==> src/rtl/mem_access_unit_pkg.sv <==
// Shared constants for the memory-access stage: funct3 encodings,
// error-cause codes, FSM states and request classification helpers.
package mem_access_unit_pkg;

  // Load encodings
  localparam logic [2:0] F3_LB  = 3'b000;
  localparam logic [2:0] F3_LH  = 3'b001;
  localparam logic [2:0] F3_LW  = 3'b010;
  localparam logic [2:0] F3_LBU = 3'b100;
  localparam logic [2:0] F3_LHU = 3'b101;

  // Store encodings
  localparam logic [2:0] F3_SB  = 3'b000;
  localparam logic [2:0] F3_SH  = 3'b001;
  localparam logic [2:0] F3_SW  = 3'b010;

  typedef enum logic [1:0] {
    ERR_NONE     = 2'b00,
    ERR_MISALIGN = 2'b01,
    ERR_ILLEGAL  = 2'b10,
    ERR_TIMEOUT  = 2'b11
  } err_cause_e;

  typedef enum logic [1:0] {
    S_IDLE = 2'b00,
    S_BUSY = 2'b01,
    S_DONE = 2'b10
  } state_e;

  // Conflicting direction or an encoding outside the legal set for that direction.
  function automatic logic is_illegal(logic rd, logic wr, logic [2:0] f3);
    if (rd && wr) return 1'b1;
    if (wr) return !(f3 inside {F3_SB, F3_SH, F3_SW});
    return !(f3 inside {F3_LB, F3_LH, F3_LW, F3_LBU, F3_LHU});
  endfunction

  // Size is encoded in funct3[1:0] for both loads and stores.
  function automatic logic is_misaligned(logic [2:0] f3, logic [1:0] addr_lo);
    case (f3[1:0])
      2'b01:   return addr_lo[0];
      2'b10:   return addr_lo != 2'b00;
      default: return 1'b0;
    endcase
  endfunction

endpackage

==> src/rtl/mem_access_unit_if.sv <==
// Request/acknowledge data-memory bus shared by BRAM and MMIO targets.
interface mem_access_unit_if;
  logic        req;
  logic        we;
  logic [29:0] addr;
  logic [3:0]  be;
  logic [31:0] wdata;
  logic [31:0] rdata;
  logic        ack;

  modport master (output req, we, addr, be, wdata, input rdata, ack);
  modport slave  (input req, we, addr, be, wdata, output rdata, ack);
endinterface

==> src/rtl/mem_access_unit_lsu_format.sv <==
// Combinational lane steering: store byte enables / replicated write data
// and load byte/half extraction with sign or zero extension.
module lsu_format
  import mem_access_unit_pkg::*;
(
  input  logic        is_store_i,
  input  logic [2:0]  funct3_i,
  input  logic [1:0]  addr_lo_i,
  input  logic [31:0] store_data_i,
  input  logic [31:0] rdata_i,
  output logic [3:0]  be_o,
  output logic [31:0] wdata_o,
  output logic [31:0] load_data_o
);

  logic [7:0]  byte_sel;
  logic [15:0] half_sel;

  assign byte_sel = rdata_i[{addr_lo_i, 3'b000} +: 8];
  assign half_sel = addr_lo_i[1] ? rdata_i[31:16] : rdata_i[15:0];

  // Store lanes: loads always enable the full word.
  always_comb begin
    // NOTE: every output gets a default first so no path leaves it unassigned and infers a latch.
    be_o    = 4'b1111;
    wdata_o = store_data_i;
    if (is_store_i) begin
      case (funct3_i[1:0])
        2'b00: begin
          be_o    = 4'b0001 << addr_lo_i;
          wdata_o = {4{store_data_i[7:0]}};
        end
        2'b01: begin
          be_o    = 4'b0011 << addr_lo_i;
          wdata_o = {2{store_data_i[15:0]}};
        end
        default: ;
      endcase
    end
  end

  // Load extraction and extension.
  always_comb begin
    load_data_o = rdata_i;
    case (funct3_i)
      F3_LB:   load_data_o = {{24{byte_sel[7]}}, byte_sel};
      F3_LBU:  load_data_o = {24'h0, byte_sel};
      F3_LH:   load_data_o = {{16{half_sel[15]}}, half_sel};
      F3_LHU:  load_data_o = {16'h0, half_sel};
      default: ;
    endcase
  end

endmodule

==> src/rtl/mem_access_unit.sv <==
// Memory-access stage: classifies a load/store, runs it over the dmem bus
// with a timeout, and stalls the core until a one-cycle completion pulse.
module mem_access_unit
  import mem_access_unit_pkg::*;
#(
  parameter int TIMEOUT_CYCLES = 16,
  parameter int CNT_W          = 5
) (
  input  logic        clk,
  input  logic        rst_n,
  input  logic        MemRead,
  input  logic        MemWrite,
  input  logic [31:0] ALUResult,
  input  logic [31:0] ReadData2,
  input  logic [2:0]  funct3,
  output logic        stall_o,
  output logic        done_o,
  output logic [31:0] load_data_o,
  output logic        err_o,
  output logic [1:0]  err_cause_o,
  mem_access_unit_if.master dmem
);

  localparam logic [CNT_W-1:0] CNT_LIMIT = CNT_W'(TIMEOUT_CYCLES - 1);

  state_e      state_q, state_d;
  err_cause_e  cause_q, cause_d;
  logic [CNT_W-1:0] cnt_q, cnt_d;
  logic [31:0] addr_q, addr_d;
  logic [31:0] data_q, data_d;
  logic [2:0]  f3_q, f3_d;
  logic        we_q, we_d;
  logic [31:0] ld_q, ld_d;

  logic        start;
  logic        busy;
  logic [3:0]  fmt_be;
  logic [31:0] fmt_wdata;
  logic [31:0] fmt_load;

  // Gated by rst_n so stall_o is low while reset is held, whatever the controller drives.
  assign start = rst_n & (state_q == S_IDLE) & (MemRead | MemWrite);
  assign busy  = (state_q == S_BUSY);

  lsu_format u_fmt (
    .is_store_i   (we_q),
    .funct3_i     (f3_q),
    .addr_lo_i    (addr_q[1:0]),
    .store_data_i (data_q),
    .rdata_i      (dmem.rdata),
    .be_o         (fmt_be),
    .wdata_o      (fmt_wdata),
    .load_data_o  (fmt_load)
  );

  // State and latched-request registers.
  always_ff @(posedge clk or negedge rst_n) begin
    if (!rst_n) begin
      state_q <= S_IDLE;
      cause_q <= ERR_NONE;
      cnt_q   <= '0;
      addr_q  <= '0;
      data_q  <= '0;
      f3_q    <= '0;
      we_q    <= 1'b0;
      ld_q    <= '0;
    end else begin
      // NOTE: non-blocking so every register samples the pre-edge values of the others.
      state_q <= state_d;
      cause_q <= cause_d;
      cnt_q   <= cnt_d;
      addr_q  <= addr_d;
      data_q  <= data_d;
      f3_q    <= f3_d;
      we_q    <= we_d;
      ld_q    <= ld_d;
    end
  end

  // Next-state: classify on start, wait for ack or timeout, then one DONE cycle.
  always_comb begin
    state_d = state_q;
    cause_d = cause_q;
    cnt_d   = cnt_q;
    addr_d  = addr_q;
    data_d  = data_q;
    f3_d    = f3_q;
    we_d    = we_q;
    ld_d    = ld_q;
    case (state_q)
      S_IDLE: begin
        if (start) begin
          addr_d = ALUResult;
          data_d = ReadData2;
          f3_d   = funct3;
          we_d   = MemWrite;
          cnt_d  = '0;
          if (is_illegal(MemRead, MemWrite, funct3)) begin
            cause_d = ERR_ILLEGAL;
            state_d = S_DONE;
          end else if (is_misaligned(funct3, ALUResult[1:0])) begin
            cause_d = ERR_MISALIGN;
            state_d = S_DONE;
          end else begin
            cause_d = ERR_NONE;
            state_d = S_BUSY;
          end
        end
      end
      S_BUSY: begin
        // Ack takes priority over a coincident timeout.
        if (dmem.ack) begin
          if (!we_q) ld_d = fmt_load;
          state_d = S_DONE;
        end else if (cnt_q == CNT_LIMIT) begin
          cause_d = ERR_TIMEOUT;
          ld_d    = '0;
          state_d = S_DONE;
        end else begin
          cnt_d = cnt_q + 1'b1;
        end
      end
      S_DONE: begin
        cnt_d   = '0;
        state_d = S_IDLE;
      end
      default: state_d = S_IDLE;
    endcase
  end

  assign stall_o     = start | busy;
  assign done_o      = (state_q == S_DONE);
  assign err_o       = done_o & (cause_q != ERR_NONE);
  assign err_cause_o = done_o ? cause_q : ERR_NONE;
  assign load_data_o = ld_q;

  assign dmem.req   = busy;
  assign dmem.we    = busy & we_q;
  assign dmem.addr  = busy ? addr_q[31:2] : '0;
  assign dmem.be    = busy ? fmt_be : '0;
  assign dmem.wdata = busy ? fmt_wdata : '0;

endmodule

==> src/flat_wrapper.sv <==
// flat-port wrapper written by rule: the top's interface ports become plain ports
module mem_access_unit_flat import mem_access_unit_pkg::*;
#(
  parameter int TIMEOUT_CYCLES = 16,
  parameter int CNT_W          = 5
)
  (clk, rst_n, MemRead, MemWrite, ALUResult, ReadData2, funct3, stall_o, done_o, load_data_o, err_o, err_cause_o, dmem_req, dmem_we, dmem_addr, dmem_be, dmem_wdata, dmem_rdata, dmem_ack);
  mem_access_unit_if dmem_i ();
  input  logic clk;
  input  logic rst_n;
  input  logic MemRead;
  input  logic MemWrite;
  input  logic [31:0] ALUResult;
  input  logic [31:0] ReadData2;
  input  logic [2:0] funct3;
  output logic stall_o;
  output logic done_o;
  output logic [31:0] load_data_o;
  output logic err_o;
  output logic [1:0] err_cause_o;
  output wire logic [$bits(dmem_i.req)-1:0] dmem_req;
  output wire logic [$bits(dmem_i.we)-1:0] dmem_we;
  output wire logic [$bits(dmem_i.addr)-1:0] dmem_addr;
  output wire logic [$bits(dmem_i.be)-1:0] dmem_be;
  output wire logic [$bits(dmem_i.wdata)-1:0] dmem_wdata;
  input wire logic [$bits(dmem_i.rdata)-1:0] dmem_rdata;
  input wire logic [$bits(dmem_i.ack)-1:0] dmem_ack;
  assign dmem_req = dmem_i.req;
  assign dmem_we = dmem_i.we;
  assign dmem_addr = dmem_i.addr;
  assign dmem_be = dmem_i.be;
  assign dmem_wdata = dmem_i.wdata;
  assign dmem_i.rdata = dmem_rdata;
  assign dmem_i.ack = dmem_ack;
  mem_access_unit #(.TIMEOUT_CYCLES(TIMEOUT_CYCLES), .CNT_W(CNT_W)) u_core (.clk(clk), .rst_n(rst_n), .MemRead(MemRead), .MemWrite(MemWrite), .ALUResult(ALUResult), .ReadData2(ReadData2), .funct3(funct3), .stall_o(stall_o), .done_o(done_o), .load_data_o(load_data_o), .err_o(err_o), .err_cause_o(err_cause_o), .dmem(dmem_i));
endmodule
==> config.mk <==
export PLATFORM = sky130hd
export DESIGN_NAME = mem_access_unit_flat
export DESIGN_NICKNAME = d
export VERILOG_FILES = /design/src/rtl/mem_access_unit_pkg.sv /design/src/rtl/mem_access_unit_if.sv /design/src/rtl/mem_access_unit_lsu_format.sv /design/src/rtl/mem_access_unit.sv /design/src/flat_wrapper.sv
export SDC_FILE = /design/constraint.sdc
export NUM_CORES = 1
export LEC_CHECK = 0
export ABC_AREA = 1
export CORE_MARGIN = 10
export CORE_UTILIZATION = 30
export CTS_CLUSTER_DIAMETER = 40
export DETAILED_ROUTE_END_ITERATION = 8
export HOLD_SLACK_MARGIN = 0.08
export PLACE_DENSITY = 0.56
export SYNTH_ARGS = -nofsm -noshare
export SYNTH_HDL_FRONTEND = slang
export SYNTH_SLANG_ARGS = --single-unit
==> constraint.sdc <==
create_clock -name clk -period 2.02 [get_ports clk]
set_input_delay 0.404 -clock clk [delete_from_list [all_inputs] [get_ports clk]]
set_output_delay 0.404 -clock clk [all_outputs]
set_load 0.005 [all_outputs]
==> results of run 1 <==
cells in the mapped netlist:
cell type / n / area share (%)
buf_6: 3 / 0.59
o21ai_2: 6 / 0.92
a21oi_1: 35 / 3.1
or2_2: 3 / 0.33
nand3_1: 25 / 2.2
buf_2: 22 / 1.9
inv_2: 5 / 0.33
inv_1: 72 / 4.7
ha_1: 5 / 1.1
o21ai_0: 74 / 6.5
o21ai_1: 7 / 0.61
nor2_4: 1 / 0.20
buf_4: 6 / 0.79
a31oi_1: 4 / 0.44
nand2_2: 2 / 0.22
nand2_1: 309 / 20
nor2_2: 2 / 0.22
o211ai_1: 2 / 0.26
clkbuf_1: 9 / 0.59
nand4_1: 2 / 0.22
dfrtp_1: 109 / 48
a211oi_1: 1 / 0.13
nand3_4: 1 / 0.31
nor2_1: 94 / 6.2
nand3_2: 1 / 0.17
a22oi_1: 1 / 0.13
nor3_1: 1 / 0.087
nand3b_1: 1 / 0.13
cell families after synthesis:
family | Yosys count | share of synthesized area [%]
flip-flops | 109 | 47.6
AO/OA/AOI/OAI | 130 | 12.0
adder cells (fa/ha/maj) | 5 | 1.09
AND/OR/NAND/NOR | 442 | 30.4
buffers and inverters | 117 | 8.92
cell usage in the layout (no fill, tap or decap), types with 3 or more instances in the layout:
cell type / Yosys / routed
nand2_1: 309 / 297
clkdlybuf4s50_1: 0 / 134
dfrtp_1: 109 / 109
nor2_1: 94 / 86
o21ai_0: 74 / 69
inv_1: 72 / 68
buf_4: 6 / 44
dlygate4sd2_1: 0 / 39
a21oi_1: 35 / 26
buf_2: 22 / 21
nand3_1: 25 / 18
buf_6: 3 / 17
clkbuf_16: 0 / 11
o21ai_1: 7 / 10
nand2_2: 2 / 10
a21oi_2: 0 / 9
o21ai_2: 6 / 8
nor2_2: 2 / 7
inv_2: 5 / 6
nand3_2: 1 / 6
buf_12: 0 / 6
ha_1: 5 / 5
clkbuf_2: 0 / 5
nor2_4: 1 / 4
clkinv_2: 0 / 4
nand2_4: 0 / 3
nand3_4: 1 / 3
or2_2: 3 / 3
inv_6: 0 / 3
flip-flops by register name (all words and copies together) (netlist names):
signal,cells
u_core.addr_q,32
u_core.cause_q,2
u_core.cnt_q,5
u_core.data_q,32
u_core.f3_q,3
u_core.load_data_o,32
u_core.state_q,2
u_core.we_q,1
repair_timing:
item / in CTS / in global routing
cloned: 1 / 3
setup buffers: 12 / 6
resized for setup: 185 / 80
pin swaps: 6 / 15
setup endpoints to repair: 73 / 32
routing by layer:
metal / routed length (microns) / vias to the layer above / GRT usage (%)
met5: 13 / - / 0
met4: 278 / 2 / 4.68
met3: 2580 / 18 / 7.69
met2: 9460 / 201 / 26.0
met1: 9120 / 2723 / 20.6
li1: - / 2979 / -
worst max path at each step:
stage                     end  slack [ns]  depth (start not counted)
2_1_floorplan  dmem_wdata[24]        0.41                          7
3_3_place_gp          stall_o       -0.18                          6
3_5_place_dp          stall_o       -0.18                          6
4_1_cts            dmem_be[2]       -0.14                          8
5_1_grt        dmem_wdata[30]       -0.13                          9
6_report       dmem_wdata[22]       -0.03                          8
final cells by class:
class                           count  share of cell area (%)
Sequential cell                   109                    30.7
Multi-Input combinational cell    577                    30.6
Timing Repair Buffer              273                    28.9
Inverter                           77                    3.44
Tap cell                          234                    3.30
Clock buffer                        9                    2.54
Clock inverter                      7                   0.549
power by group through the flow:
stage                     clock (mW)  combinational [mW]  sequential (mW)
after CTS                       1.78                3.37             3.17
final                           1.72                3.53             3.20
after global placement             0                3.20             3.20
after floorplan                    0                1.53             3.15
after global routing            1.85                3.93             3.27
after detailed placement           0                3.23             3.21
==> results.json, run 1 <==
{
  "worstSetupStartpoint": "u_core.we_q",
  "r2r-start": "u_core.state_q[0]",
  "arrival_ns": 1.65,
  "finalCritPeriodShare_pct": 102,
  "post-place-ws_ns": -0.182,
  "avgSynthCellArea_sq_um": 7.14,
  "wl_mm": 21.5,
  "startpoint_type": "register",
  "synth_warnings": 0,
  "regArea_sq_um": 2730,
  "stdcell_count": 1286,
  "nNetsFinal": 1156,
  "dpl.hpwl_mm": 15.8,
  "die_h_microns": 158,
  "slowest_stage": "dfrtp_1",
  "powerDensity_nw_per_um2": 951,
  "vias": 5923,
  "internal_power_mw": 5.37,
  "clock_latency_ns": 0.35,
  "slowest_delay_ns": 0.39,
  "fin_total_pwr_mw": 8.45,
  "period_minus_slack_ns": 2.05,
  "grt_max_degree": 110,
  "syn_to_final_growth_pct": 54.9,
  "setup_viol_count_final": 5,
  "viasPerCell": 4.61,
  "final_max_slew_viol_count": 0,
  "fin_setup_tns_ns": -0.0999,
  "drc_errors": 0,
  "irDropWorstVdd_mv": 0.410,
  "grt_pass1_wl_mm": 33.0,
  "outcome": "finished with violations",
  "grt_overflow": 0,
  "clock_sinks": 109,
  "swShare_pct": 36.4,
  "wl_per_cell_microns": 16.7,
  "whs_ns": 0.197,
  "cts_max_level": 3,
  "cap_viol_max_count": 0,
  "cts_tree": "yes",
  "crit_buf_inv": 6,
  "final_util_pct": 47.3,
  "grt_pass1_vias": 5963,
  "final_area_sq_um": 8880,
  "leakage_nw": 4.55,
  "synth-seq-area-share_pct": 47.6,
  "cp_cell_sequence": "inv_2 -> nor2_4 -> buf_4 -> buf_6 -> buf_6 -> buf_4 -> a21oi_2 -> buf_2",
  "grt_use_total_pct": 16.8,
  "fin_worst_skew_ns": 0.00478,
  "syn_area_sq_um": 5740,
  "seq_power_share_pct": 37.9,
  "clockRootBuffer": "clkbuf_16",
  "cp.required_ns": 1.62,
  "gp_congestion": 0.820,
  "relSlewSlack_pct": 60.6,
  "port_buffers": 208,
  "pwr-share-clk_pct": 20.4,
  "reg2reg_depth": 8,
  "antenna_found_initial": 1,
  "initial_core_util_pct": 30.6,
  "hold_viol": 0,
  "p_sw_mw": 3.08,
  "drive_above_1_share_pct": 17.0,
  "min_path_type": "in2async",
  "n_antenna_cell": 0,
  "drt_iter0_drc": 347,
  "hold_buffers": 0,
  "drtAntennaViolNets": 0,
  "ios": 209,
  "yosysUniqueCellTypes": 28,
  "worst_slack_ns": -0.0348,
  "fp-row-count": 50,
  "first_pass_iters": 5,
  "cts_made_buffers": 9,
  "rr_endpoint": "u_core.addr_q[20]",
  "dp_cells": 1252,
  "max_freq_mhz": 487,
  "cp_top_family": "buffers and inverters",
  "worstSetupEndpointType": "primary output",
  "reg2reg_slack_ns": 0.15,
  "rsz0062_at_grt": "yes",
  "multiInputGateArea_sq_um": 2720,
  "die_w_microns": 158,
  "dpl_cell_area_sq_um": 8280,
  "die-area_sq_um": 25000,
  "tightest_slew_ns": 0.591,
  "p_comb_share_pct": 41.7,
  "crit_path_max_fanout": 6,
  "path_class": "reg2out",
  "fill_cells": 1928,
  "synth-seq-cells": 109,
  "cts_buffer_depth": 2,
  "cts.clk_slew.worst_paths_ns": 0.08,
  "syn-num-nets": 912,
  "core_area_sq_um": 18800,
  "synth_cells": 803,
  "violations": "negative setup slack"
}
Note: power is estimated with default switching activity, not from simulation.
==> run 2: changes to the inputs <==
--- a/config.mk
+++ b/config.mk
@@ -6,12 +6,14 @@
 export NUM_CORES = 1
 export LEC_CHECK = 0
 export ABC_AREA = 1
+export CELL_PAD_IN_SITES_DETAIL_PLACEMENT = 1
+export CELL_PAD_IN_SITES_GLOBAL_PLACEMENT = 1
 export CORE_MARGIN = 10
 export CORE_UTILIZATION = 30
 export CTS_CLUSTER_DIAMETER = 40
 export DETAILED_ROUTE_END_ITERATION = 8
 export HOLD_SLACK_MARGIN = 0.08
-export PLACE_DENSITY = 0.56
+export PLACE_DENSITY = 0.76
 export SYNTH_ARGS = -nofsm -noshare
 export SYNTH_HDL_FRONTEND = slang
 export SYNTH_SLANG_ARGS = --single-unit
==> run 2 against run 1 <==
Effect of this change:
- cell count is 0.31% lower
- hold slack worse by 0.031 ns
- largest cell class unchanged
- fmax is 9.1% lower
- critical path depth is 3 lower
- wire length is 9.5% higher
- the run still ends with negative setup slack left
- die area stayed put
==> results.json, run 2 (same netlist as run 1, synthesis figures left out) <==
{
  "path_class": "reg2out",
  "final_util_pct": 47.6,
  "grt_overflow": 0,
  "cap_viol_max_count": 0,
  "final_max_slew_viol_count": 0,
  "leakage_nw": 4.43,
  "finalCritPeriodShare_pct": 112,
  "fp-row-count": 50,
  "dpl_cell_area_sq_um": 8280,
  "pwr-share-clk_pct": 21.9,
  "tightest_slew_ns": 0.674,
  "initial_core_util_pct": 30.6,
  "cts_max_level": 3,
  "clock_sinks": 109,
  "outcome": "finished with violations",
  "dp_cells": 1247,
  "hold_viol": 0,
  "worst_slack_ns": -0.240,
  "antenna_found_initial": 0,
  "grt_pass1_wl_mm": 35.9,
  "clock_latency_ns": 0.36,
  "reg2reg_depth": 11,
  "startpoint_type": "register",
  "max_freq_mhz": 442,
  "cp_top_family": "buffers and inverters",
  "setup_viol_count_final": 50,
  "relSlewSlack_pct": 54.6,
  "drive_above_1_share_pct": 16.9,
  "whs_ns": 0.166,
  "wl_mm": 23.5,
  "crit_path_max_fanout": 20,
  "post-place-ws_ns": -0.181,
  "gp_congestion": 0.855,
  "port_buffers": 208,
  "grt_use_total_pct": 18.2,
  "rsz0062_at_grt": "yes",
  "slowest_delay_ns": 0.52,
  "reg2reg_slack_ns": 0.09,
  "core_area_sq_um": 18800,
  "fin_setup_tns_ns": -7.81,
  "cp.required_ns": 1.62,
  "cts.clk_slew.worst_paths_ns": 0.08,
  "final_cell_mix": "nand2_1 (298), clkdlybuf4s50_1 (161), dfrtp_1 (108), nor2_1 (88), inv_1 (69)",
  "violations": "negative setup slack",
  "cts_made_buffers": 9,
  "syn_to_final_growth_pct": 55.6,
  "grt_max_degree": 110,
  "r2r-start": "u_core.state_q[1]",
  "fin_total_pwr_mw": 8.74,
  "fin_worst_skew_ns": 0.00537,
  "cp_cell_sequence": "inv_2 -> nand2_4 -> buf_12 -> nor2_1 -> clkdlybuf4s50_1",
  "swShare_pct": 36.7,
  "dpl.hpwl_mm": 17.2,
  "viasPerCell": 4.78,
  "seq_power_share_pct": 36.9,
  "irDropWorstVdd_mv": 0.519,
  "min_path_type": "in2async",
  "die_h_microns": 158,
  "final_common_cell": "nand2_1",
  "cts_tree": "yes",
  "slowest_stage": "clkdlybuf4s50_1",
  "internal_power_mw": 5.53,
  "rr_endpoint": "u_core.load_data_o[0]",
  "grt_pass1_vias": 6596,
  "nNetsFinal": 1152,
  "p_comb_share_pct": 41.2,
  "period_minus_slack_ns": 2.26,
  "stdcell_count": 1282,
  "arrival_ns": 1.86,
  "drtAntennaViolNets": 0,
  "n_antenna_cell": 0,
  "clockRootBuffer": "clkbuf_16",
  "final_area_sq_um": 8920,
  "p_sw_mw": 3.21,
  "worstSetupEndpointType": "primary output",
  "wl_per_cell_microns": 18.3,
  "die-area_sq_um": 25000,
  "powerDensity_nw_per_um2": 979,
  "die_w_microns": 158,
  "drt_iter0_drc": 210,
  "cts_buffer_depth": 2,
  "drc_errors": 0,
  "first_pass_iters": 6,
  "vias": 6125,
  "ios": 209,
  "crit_buf_inv": 3
}
[run 2: cell types whose count changed in the layout (fill, tap and decap cells not counted), moves of 3 or more]
cell / previous run / this run
dlygate4sd2_1: 39 / 8
clkdlybuf4s50_1: 134 / 161
buf_4: 44 / 37
buf_6: 17 / 22
clkbuf_2: 5 / 9
o21ai_0: 69 / 65
clkinv_2: 4 / 1
[run 2: worst register-to-register path, stage by stage (launching register included)]
cell,delay [ns]
dfrtp_1,0.43
buf_4,0.16
buf_4,0.13
nor2_4,0.15
buf_6,0.15
buf_6,0.10
buf_4,0.14
nand3_4,0.07
buf_4,0.21
a21oi_1,0.15
nand3_1,0.11
nand2_1,0.08
[run 2: cell type report]
class / count / area [sq um]
fillers: 2300 / 9840
flip-flops and latches: 109 / 2730
multi-input cells: 577 / 2720
repair buffers: 269 / 2580
inverters: 77 / 295
well taps: 234 / 293
clock buffers: 10 / 229
clock inverters: 6 / 82.6
[run 2: timing repair]
item / in CTS / in global routing
resized for setup: 180 / 65
hold buffers: 0 / 0
gates cloned: 1 / 0
setup endpoints to repair: 73 / 72
hold endpoints to repair: 0 / 0
pin swaps: 15 / 11
buffers inserted: 10 / 9
[run 2: how the worst max path moves through the flow]
| stage | start | end | slack (ns) | cells after the start |
|---|---|---|---|---|
| 2_1_floorplan | u_core.we_q | dmem_wdata[24] | 0.41 | 7 |
| 3_3_place_gp | MemWrite | stall_o | -0.17 | 6 |
| 3_5_place_dp | MemWrite | stall_o | -0.18 | 6 |
| 4_1_cts | u_core.state_q[1] | dmem_wdata[6] | -0.22 | 5 |
| 5_1_grt | u_core.state_q[1] | dmem_wdata[5] | -0.34 | 5 |
| 6_report | u_core.state_q[1] | dmem_addr[28] | -0.24 | 5 |
[run 2: per-layer routing]
layer  GRT usage, %  up-vias  share of wire, %
met3           7.99       20               9.9
met1           21.0     2940                42
met2           30.5      193                47
met5              0        -                 0
li1               -     2972                 -
met4           4.46        0               1.4
[run 2: power groups by stage]
stage	sequential (mW)	clock, mW	combinational (mW)
2_1_floorplan	3.15	0	1.53
3_3_place_gp	3.19	0	3.21
3_5_place_dp	3.22	0	3.28
4_1_cts	3.20	1.96	3.47
5_1_grt	3.30	2.04	4.00
6_report	3.23	1.92	3.60
==> run 3: changes to the inputs <==
--- a/config.mk
+++ b/config.mk
@@ -8,7 +8,7 @@
 export ABC_AREA = 1
 export CELL_PAD_IN_SITES_DETAIL_PLACEMENT = 1
 export CELL_PAD_IN_SITES_GLOBAL_PLACEMENT = 1
-export CORE_MARGIN = 10
+export CORE_ASPECT_RATIO = 1.5
 export CORE_UTILIZATION = 30
 export CTS_CLUSTER_DIAMETER = 40
 export DETAILED_ROUTE_END_ITERATION = 8
==> run 3 against run 2 <==
Effect of this change:
- the run still ends with negative setup slack left
- highest routed layer unchanged
- power rose by 0.21%
- sequential cell count is the same
- via count decreased by 1.5%
==> results.json, run 3 (same netlist as run 1, synthesis figures left out) <==
{
  "die_h_microns": 171,
  "clock_sinks": 109,
  "die-area_sq_um": 19700,
  "p_comb_share_pct": 41.0,
  "nNetsFinal": 1150,
  "seq_power_share_pct": 36.7,
  "period_minus_slack_ns": 2.08,
  "cap_viol_max_count": 0,
  "final_common_cell": "nand2_1",
  "swShare_pct": 35.9,
  "viasPerCell": 4.64,
  "drt_iter0_drc": 182,
  "ios": 209,
  "leakage_nw": 4.56,
  "final_cell_mix": "nand2_1 (302), clkdlybuf4s50_1 (134), dfrtp_1 (107), nor2_1 (78), o21ai_0 (70)",
  "pwr-share-clk_pct": 22.4,
  "crit_path_max_fanout": 5,
  "grt_use_total_pct": 22.4,
  "cts.clk_slew.worst_paths_ns": 0.07,
  "arrival_ns": 1.68,
  "max_freq_mhz": 480,
  "cts_made_buffers": 9,
  "core_area_sq_um": 18600,
  "p_sw_mw": 3.14,
  "worstSetupStartpoint": "u_core.f3_q[1]",
  "drive_above_1_share_pct": 18.3,
  "vias": 6031,
  "min_path_type": "in2async",
  "powerDensity_nw_per_um2": 964,
  "antenna_found_initial": 1,
  "grt_pass1_vias": 6601,
  "cts_tree": "yes",
  "port_buffers": 208,
  "wl_mm": 21.6,
  "startpoint_type": "register",
  "wl_per_cell_microns": 16.6,
  "grt_max_degree": 110,
  "cts_max_level": 3,
  "cts_buffer_depth": 2,
  "hold_viol": 0,
  "worstSetupEndpointType": "primary output",
  "outcome": "finished with violations",
  "drc_errors": 0,
  "fp-row-count": 61,
  "relSlewSlack_pct": 55.8,
  "final_max_slew_viol_count": 0,
  "worst_slack_ns": -0.0616,
  "internal_power_mw": 5.62,
  "initial_core_util_pct": 30.8,
  "die_w_microns": 115,
  "path_class": "reg2out",
  "setup_viol_count_final": 7,
  "violations": "negative setup slack",
  "dp_cells": 1257,
  "finalCritPeriodShare_pct": 103,
  "r2r-start": "u_core.cnt_q[0]",
  "stdcell_count": 1300,
  "grt_pass1_wl_mm": 33.5,
  "hold_buffers": 0,
  "first_pass_iters": 4,
  "irDropWorstVdd_mv": 0.339,
  "clock_latency_ns": 0.36,
  "grt_overflow": 0,
  "dpl.hpwl_mm": 15.4,
  "fin_worst_skew_ns": 0.00840,
  "clockRootBuffer": "clkbuf_16",
  "syn_to_final_growth_pct": 58.4,
  "gp_congestion": 0.842,
  "fin_setup_tns_ns": -0.142,
  "fill_cells": 2313,
  "cp.required_ns": 1.62,
  "rsz0062_at_grt": "yes",
  "tightest_slew_ns": 0.663,
  "drtAntennaViolNets": 0
}
==> run 3: cell types whose count changed in the layout (fill, tap and decap cells not counted), sizes merged, moves of 2 or more <==
cell           previous run  this run
dlygate4sd2               8        28
clkdlybuf4s15             2         5
clkdlybuf4s50           161       134
buf                      88        95
dlymetal6s2s              1         3
clkbuf                   19        12
clkinv                    3         1
diode                     0         2
==> run 3: final cells by class <==
type                    instances  area [sq um]  area share (%)
clock buffers                  10           229            2.52
repair buffers                267          2580            28.4
multi-input cells             577          2840            31.2
well taps                     252           315            3.47
inverters                      77           297            3.26
flip-flops and latches        109          2730            30.1
diodes                          2          5.00          0.0551
clock inverters                 6          93.8            1.03
==> run 3: worst max-delay path, stage by stage (launching register included) <==
cell     delay, ns
dfrtp_2       0.43
nor2_4        0.18
buf_6         0.16
buf_6         0.13
buf_6         0.10
nand2_4       0.05
a21oi_4       0.16
buf_2         0.13
==> run 3: final timing paths <==
kind	depth (start not counted)	slack [ns]	endpoint
max	7	-0.06	dmem_wdata[20]
min	2	0.15	u_core.load_data_o[21]
max reg2reg	8	0.17	u_core.cnt_q[0]
min reg2reg	2	0.48	u_core.data_q[25]
max in group asynchronous	2	1.32	u_core.cnt_q[3]
min in group clk	2	0.48	u_core.data_q[25]
==> run 3: power groups by stage <==
stage	sequential, mW	combinational (mW)	clock (mW)
6_report	3.21	3.59	1.96
5_1_grt	3.29	3.99	2.09
4_1_cts	3.20	3.45	2.02
3_3_place_gp	3.20	3.13	0
3_5_place_dp	3.22	3.21	0
2_1_floorplan	3.15	1.53	0
==> run 3: routing by layer <==
metal	part of all wire, %	up-vias	GRT usage, %
li1	-	2974	-
met1	37	2872	23.1
met2	55	160	43.1
met3	5.1	25	4.26
met4	2.4	0	9.71
met5	0	-	0
==> run 3: repair_timing <==
item                                    4_1_cts  5_1_grt
buffers inserted                             22        7
gates cloned                                  1        1
endpoints found under the setup margin       73       40
gates resized for setup                     245       64
pin swaps                                    17       17
==> run 3: through the flow <==
stage | cell area (sq um) | util (%) | total power [mW] | worst slack [ns] | hold slack, ns
after floorplan | 5740 | - | 4.68 | 0.415 | 0.108
after global placement | 8250 | 44.3 | 6.32 | -0.170 | 0.459
after detailed placement | 8250 | 44.3 | 6.42 | -0.184 | 0.462
after CTS | 8790 | 47.2 | 8.67 | -0.140 | 0.221
after global routing | 9080 | 48.8 | 9.37 | -0.110 | 0.231
final | 9080 | 48.8 | 8.76 | -0.0616 | 0.155
==> patch 1: new RTL, flow settings as in run 2 <==
`TIMEOUT_CYCLES` is set to 16 in 2 places; all go to 12.
--- a/src/rtl/mem_access_unit.sv
+++ b/src/rtl/mem_access_unit.sv
@@ -3,7 +3,7 @@
 module mem_access_unit
   import mem_access_unit_pkg::*;
 #(
-  parameter int TIMEOUT_CYCLES = 16,
+  parameter int TIMEOUT_CYCLES = 12,
   parameter int CNT_W          = 5
 ) (
   input  logic        clk,
--- a/src/flat_wrapper.sv
+++ b/src/flat_wrapper.sv
@@ -1,7 +1,7 @@
 // flat-port wrapper written by rule: the top's interface ports become plain ports
 module mem_access_unit_flat import mem_access_unit_pkg::*;
 #(
-  parameter int TIMEOUT_CYCLES = 16,
+  parameter int TIMEOUT_CYCLES = 12,
   parameter int CNT_W          = 5
 )
   (clk, rst_n, MemRead, MemWrite, ALUResult, ReadData2, funct3, stall_o, done_o, load_data_o, err_o, err_cause_o, dmem_req, dmem_we, dmem_addr, dmem_be, dmem_wdata, dmem_rdata, dmem_ack);
Formal check against the unedited RTL: same outputs for any inputs over 4 cycles, from zero or initial values and one cycle with rst_n low; that may be too few to reach the edited logic, so the function may still have changed.
==> patch 1 against run 2 <==
- setup slack gained 0.18 ns
- total power grew 7.6%
- synthesized area grew 1.0%
- fmax grew 8.7%
- sequential share of layout area shrank 0.28 points
- count of clock-buffer cells in the layout is the same
- cell area grew 0.93%
- sequential cell count is the same
- highest routed layer is now met5
- the flow still finishes with violations (setup timing)
- final cell count shrank 1.2%
- hold slack gained 0.066 ns
- clock skew grew 0.0065 ns
- routed wire length shrank 1.8%
==> patch 1: results (changes against run 2) <==
[global_route]
grt_usage_pct = 17.4  ; was 18.2%
use_met1_pct = 20.9  ; was 21.0%
gr-usage-met2_pct = 28.1  ; was 30.5%
first_global_vias = 6408  ; was 6,596
grt_use_met3_pct = 7.07  ; was 7.99%
grt_pass1_wl_um = 35500  ; was 35,900 µm
antenna_found_initial = 2  ; was 0
grt_max_degree = 110  ; unchanged

[routing]
drt_iter0_drc = 315  ; was 210
met2_wirelength_um = 10900  ; was 11,000 µm
first_pass_iters = 4  ; was 6
wl_met1_um = 9550  ; was 9870 µm
top_layer_used = met5  ; was met4
avgRoutedWirePerCell_um = 18.2  ; was 18.3 µm
avgViaCountPerCell = 4.69  ; was 4.78
wl_met3_um = 2260  ; was 2340 µm

[min_path]
hold_path.class = primary input to async pin  ; unchanged

[worst_setup_path]
reg2reg_from = u_core.addr_q[0]$_DFFE_PN0P_  ; was u_core.state_q[1]$_DFFE_PN0P_
crit_path_top_delay_cell = dfrtp_1  ; was clkdlybuf4s50_1
worst_ep_arrival_time_ns = 1.68  ; was 1.86 ns
slowest_delay_ns = 0.41  ; was 0.52 ns
r2r-end = u_core.load_data_o[0]$_DFFE_PN0P_  ; unchanged
r2r_cells = 7  ; was 11
reg2reg_slack_ns = 0.22  ; was 0.09 ns
cp_max_fo = 7  ; was 20
endpoint = dmem_wdata[10]  ; was dmem_addr[28]

[pwr]
seq_power_share_pct = 35.3  ; was 36.9%
switchingPower_w = 0.00346  ; was 0.00321 W
irDropWorstVdd_v = 0.000427  ; was 0.000519 V
leakagePower_nw = 4.57  ; was 4.43 nW
pg_clk_w = 0.00201  ; was 0.00192 W

[run_status]
violations = setup timing  ; unchanged
status = finished with violations  ; unchanged

[timing]
fin_ws_ns = -0.0599  ; was -0.240 ns
clock-skew-final_ns = 0.0118  ; was 0.00537 ns
setup_violations = 9  ; was 50
hold_slack_ns = 0.231  ; was 0.166 ns
worst_pin_slew_ns = 0.619  ; was 0.674 ns

[yosys]
netlist_instances = 759  ; was 803
synth_nets = 867  ; was 912
synth.distinct_cells = 30  ; was 28
yosysSeqAreaShare_pct = 47.1  ; was 47.6%
ys_top_cells_by_count = 191 x nand2_1, 140 x nor2_1, 109 x dfrtp_1  ; was 309 x nand2_1, 109 x dfrtp_1, 94 x nor2_1
synth_area_leaders = dfrtp_1 47%, nand2_1 12%, nor2_1 9.1%, a21oi_1 6.3%, inv_1 4.9%  ; was dfrtp_1 48%, nand2_1 20%, o21ai_0 6.5%, nor2_1 6.2%, inv_1 4.7%

[place]
dp_hpwl_um = 16900  ; was 17,200 µm
dpl.cell_count = 1233  ; was 1,247
globalplace.congestion = 0.828  ; was 0.855
dp_slack_ns = -0.144  ; was -0.181 ns

[clock_tree]
cts_resized = 330  ; was 180
post_cts_buffers = 15  ; was 10
numCtsBuffers = 9  ; unchanged
clk_pin_slew_ns = 0.08  ; about the same

[cells_and_area]
drive_gt1_share_pct = 23.3  ; was 16.9%
nets = 1109  ; was 1,152
fillers = 2285  ; was 2,300
instances_no_fill = 1267  ; was 1,282

[patch 1: changes by cell type after synthesis, moves of 4 or more]
| cell | run 2 | this run |
|---|---|---|
| mux2_4 | 0 | 10 |
| nand2_1 | 309 | 191 |
| o21ai_0 | 74 | 42 |
| nor2_1 | 94 | 140 |
| a21oi_1 | 35 | 73 |
| buf_6 | 3 | 8 |
| clkbuf_1 | 9 | 5 |
| nand3_1 | 25 | 35 |
| o21ai_1 | 7 | 3 |
| o21ai_2 | 6 | 0 |
| mux2_2 | 0 | 12 |
| buf_2 | 22 | 26 |
[patch 1: through the flow]
step                util, %  total power, W  instance area, µm²  setup TNS (ns)
finish                 47.8         0.00941                9010          -0.211
global route           47.8          0.0101                9010           -1.30
CTS                    46.5         0.00928                8750           -1.30
detailed placement     44.6         0.00716                8400           -2.04
global placement       44.6         0.00705                8400          -0.619
floorplan                 -         0.00512                5800               0
[patch 1: area by class of cell]
cell class | count | share of cell area, %
multi-input combinational | 530 | 31.2
antenna | 1 | 0.0278
sequential | 109 | 30.3
tap | 260 | 3.61
clock inverter | 6 | 1.06
inverter | 78 | 3.44
timing repair buffer | 272 | 27.7
timing repair inverter | 1 | 0.125
clock buffer | 10 | 2.54
[patch 1: cell families (layout without fill, tap and decap cells)]
family                     Yosys count  after routing  share of synthesized area [%]
and+or+nand+nor                    375            375                           25.9
adders and majority gates            4              4                          0.864
buffers and inverters              120            367                           9.56
AOI/OAI and AO/OA                  126            126                           11.2
other                                0              1                              0
muxes                               22             22                           4.92
DFF                                109            109                           47.1
xor gates and xnor gates             3              3                          0.453
[patch 1: critical path: cells and delay by family (launching register included)]
kind | cells | cell delay [ns]
AOI/OAI and AO/OA | 1 | 0.13
and+or+nand+nor | 2 | 0.22
buffers and inverters | 4 | 0.55
DFF | 1 | 0.41
==> patch 2: new RTL, flow settings as in run 2 <==
Made on the original files. Encoding of `state_e`: now one-hot (3 bits for 3 states).
--- a/src/rtl/mem_access_unit_pkg.sv
+++ b/src/rtl/mem_access_unit_pkg.sv
@@ -21,10 +21,10 @@
     ERR_TIMEOUT  = 2'b11
   } err_cause_e;
 
-  typedef enum logic [1:0] {
-    S_IDLE = 2'b00,
-    S_BUSY = 2'b01,
-    S_DONE = 2'b10
+  typedef enum logic [2:0] {
+    S_IDLE = 3'b001,
+    S_BUSY = 3'b010,
+    S_DONE = 3'b100
   } state_e;
 
   // Conflicting direction or an encoding outside the legal set for that direction.
Formal check against the unedited RTL: no difference found for any inputs over 4 cycles, from zero or initial values and one cycle with rst_n low; so few cycles prove little.
==> patch 2 against run 2 <==
- the flow still finishes with violations (setup timing)
- sequential cell count is 1 higher
- global-route usage grew 0.64 points
- cell area grew 3.7%
- total power is 23% higher
- clock skew grew 0.0071 ns
- routed wire length grew 3.6%
- fmax up 3.4%
- combinational power increased by 43%
- sequential share of layout area down 0.82 points
- setup slack better by 0.074 ns
- non-clock buffer count increased by 23
- synthesized cell count grew 0.25%
- synthesized area up 0.33%
==> patch 2: results (changes against run 2) <==
[global_route]
grt_pass1_wl_um = 36800  ; was 35,900 µm
grt_use_met3_pct = 8.23  ; was 7.99%
gr-usage-met2_pct = 30.7  ; was 30.5%
first_global_vias = 6711  ; was 6,596
use_met1_pct = 21.5  ; was 21.0%
grt_usage_pct = 18.9  ; was 18.2%
grt_max_degree = 111  ; was 110
antenna_found_initial = 3  ; was 0

[yosys]
synth_fa_ha_area_share_pct = 1.09  ; about the same
synth_area_leaders = dfrtp_1 47%, nand2_1 20%, o21ai_0 7.1%, inv_1 5.2%, nor2_1 5.0%  ; was dfrtp_1 48%, nand2_1 20%, o21ai_0 6.5%, nor2_1 6.2%, inv_1 4.7%
synth.distinct_cells = 32  ; was 28
synth_compound_area_share_pct = 11.4  ; was 12.0%
yosysSeqAreaShare_pct = 47.9  ; was 47.6%
ys_top_cells_by_count = 310 x nand2_1, 109 x dfrtp_1, 82 x o21ai_0  ; was 309 x nand2_1, 109 x dfrtp_1, 94 x nor2_1
netlist_instances = 805  ; was 803
synth-xor-area-share_pct = 0.152  ; was 0%
synth_nets = 914  ; was 912
muxShareOfSynthArea_pct = 0  ; unchanged

[worst_setup_path]
crit_start = u_core.state_q[2]$_DFFE_PN0P_  ; was u_core.state_q[1]$_DFFE_PN0P_
slowest_delay_ns = 0.41  ; was 0.52 ns
worst_ep_arrival_time_ns = 1.78  ; was 1.86 ns
crit_path_top_delay_cell = dfrtp_1  ; was clkdlybuf4s50_1
reg2reg_from = u_core.state_q[2]$_DFFE_PN0P_  ; was u_core.state_q[1]$_DFFE_PN0P_
cp_max_fo = 8  ; was 20

[place]
dpl.cell_count = 1261  ; was 1,247
dpl_cell_area_um2 = 8520  ; was 8280 µm²
globalplace.congestion = 0.857  ; was 0.855
dp_slack_ns = -0.133  ; was -0.181 ns
dp_hpwl_um = 17900  ; was 17,200 µm

[routing]
avgViaCountPerCell = 4.81  ; was 4.78
drt_iter0_drc = 241  ; was 210
top_layer_used = met5  ; was met4
avgRoutedWirePerCell_um = 18.6  ; was 18.3 µm
met2_wirelength_um = 11500  ; was 11,000 µm
wl_met3_um = 2480  ; was 2340 µm
first_pass_iters = 6  ; unchanged
wl_met1_um = 9720  ; was 9870 µm

[timing]
setup_tns_ns = -4.43  ; was -7.81 ns
fin_ws_ns = -0.166  ; was -0.240 ns
setup_violations = 55  ; was 50
clock-skew-final_ns = 0.0125  ; was 0.00537 ns
max_slew_margin_pct = 59.1  ; was 54.6%

[pwr]
irDropWorstVdd_v = 0.000491  ; was 0.000519 V
leakagePower_nw = 4.74  ; was 4.43 nW

[cells_and_area]
multi_input_area_um2 = 2780  ; was 2720 µm²
drive_gt1_share_pct = 23.4  ; was 16.9%
nets = 1178  ; was 1,152
instances_no_fill = 1309  ; was 1,282

[clock_tree]
insertion_delay_ns = 0.37

[run_status]
status = finished with violations  ; unchanged
violations = setup timing  ; unchanged

patch 2: cell count changes in the layout (fill, tap and decap cells not counted), sizes merged, moves of 3 or more:
cell and change:
inv +9, buf +52, clkdlybuf4s50 -27, dlygate4sd2 +4
or2 +6, clkinvlp +3, a31oi -4, a22oi +6
nor2 -17, clkbuf -8, nand3 +5, a21oi -5
patch 2: layout make-up:
cell class / instances / area share (%)
Antenna cell: 1 / 0.0270
Clock buffer: 9 / 2.43
Clock inverter: 7 / 0.852
Inverter: 85 / 3.51
Multi-Input combinational cell: 570 / 30.0
Sequential cell: 110 / 29.8
Tap cell: 234 / 3.16
Timing Repair Buffer: 292 / 30.1
Timing Repair inverter: 1 / 0.0811
patch 2: final timing paths:
check	to	slack, ns	depth (start not counted)
worst max-delay path	dmem_addr[8]	-0.17	8
worst min-delay path	u_core.load_data_o[24]$_DFFE_PN0P_	0.20	2
worst max register to register	u_core.load_data_o[7]$_DFFE_PN0P_	-0.03	13
worst min register to register	u_core.data_q[19]$_DFFE_PN0P_	0.47	2
max in group asynchronous	u_core.load_data_o[3]$_DFFE_PN0P_	1.36	2
min in group clk	u_core.data_q[19]$_DFFE_PN0P_	0.47	2
patch 2: repair_timing:
item	4_1_cts	5_1_grt
pin swaps	5	8
gates resized for setup	289	92
buffers inserted	16	16
endpoints found under the setup margin	75	87
cloned	3	1
patch 2: power by group:
group / switching [W] / internal (W) / total [W]
logic: 0.00291 / 0.00224 / 0.00516
registers: 0.000541 / 0.00315 / 0.00370
clock network: 0.000930 / 0.000981 / 0.00191
total: 0.00438 / 0.00638 / 0.0108
patch 2: worst register-to-register path, delay by kind of cell, from the launching register on:
kind / cells / cell delay, ns
buf+inv: 7 / 0.90
flops: 1 / 0.41
simple gates: 6 / 0.67
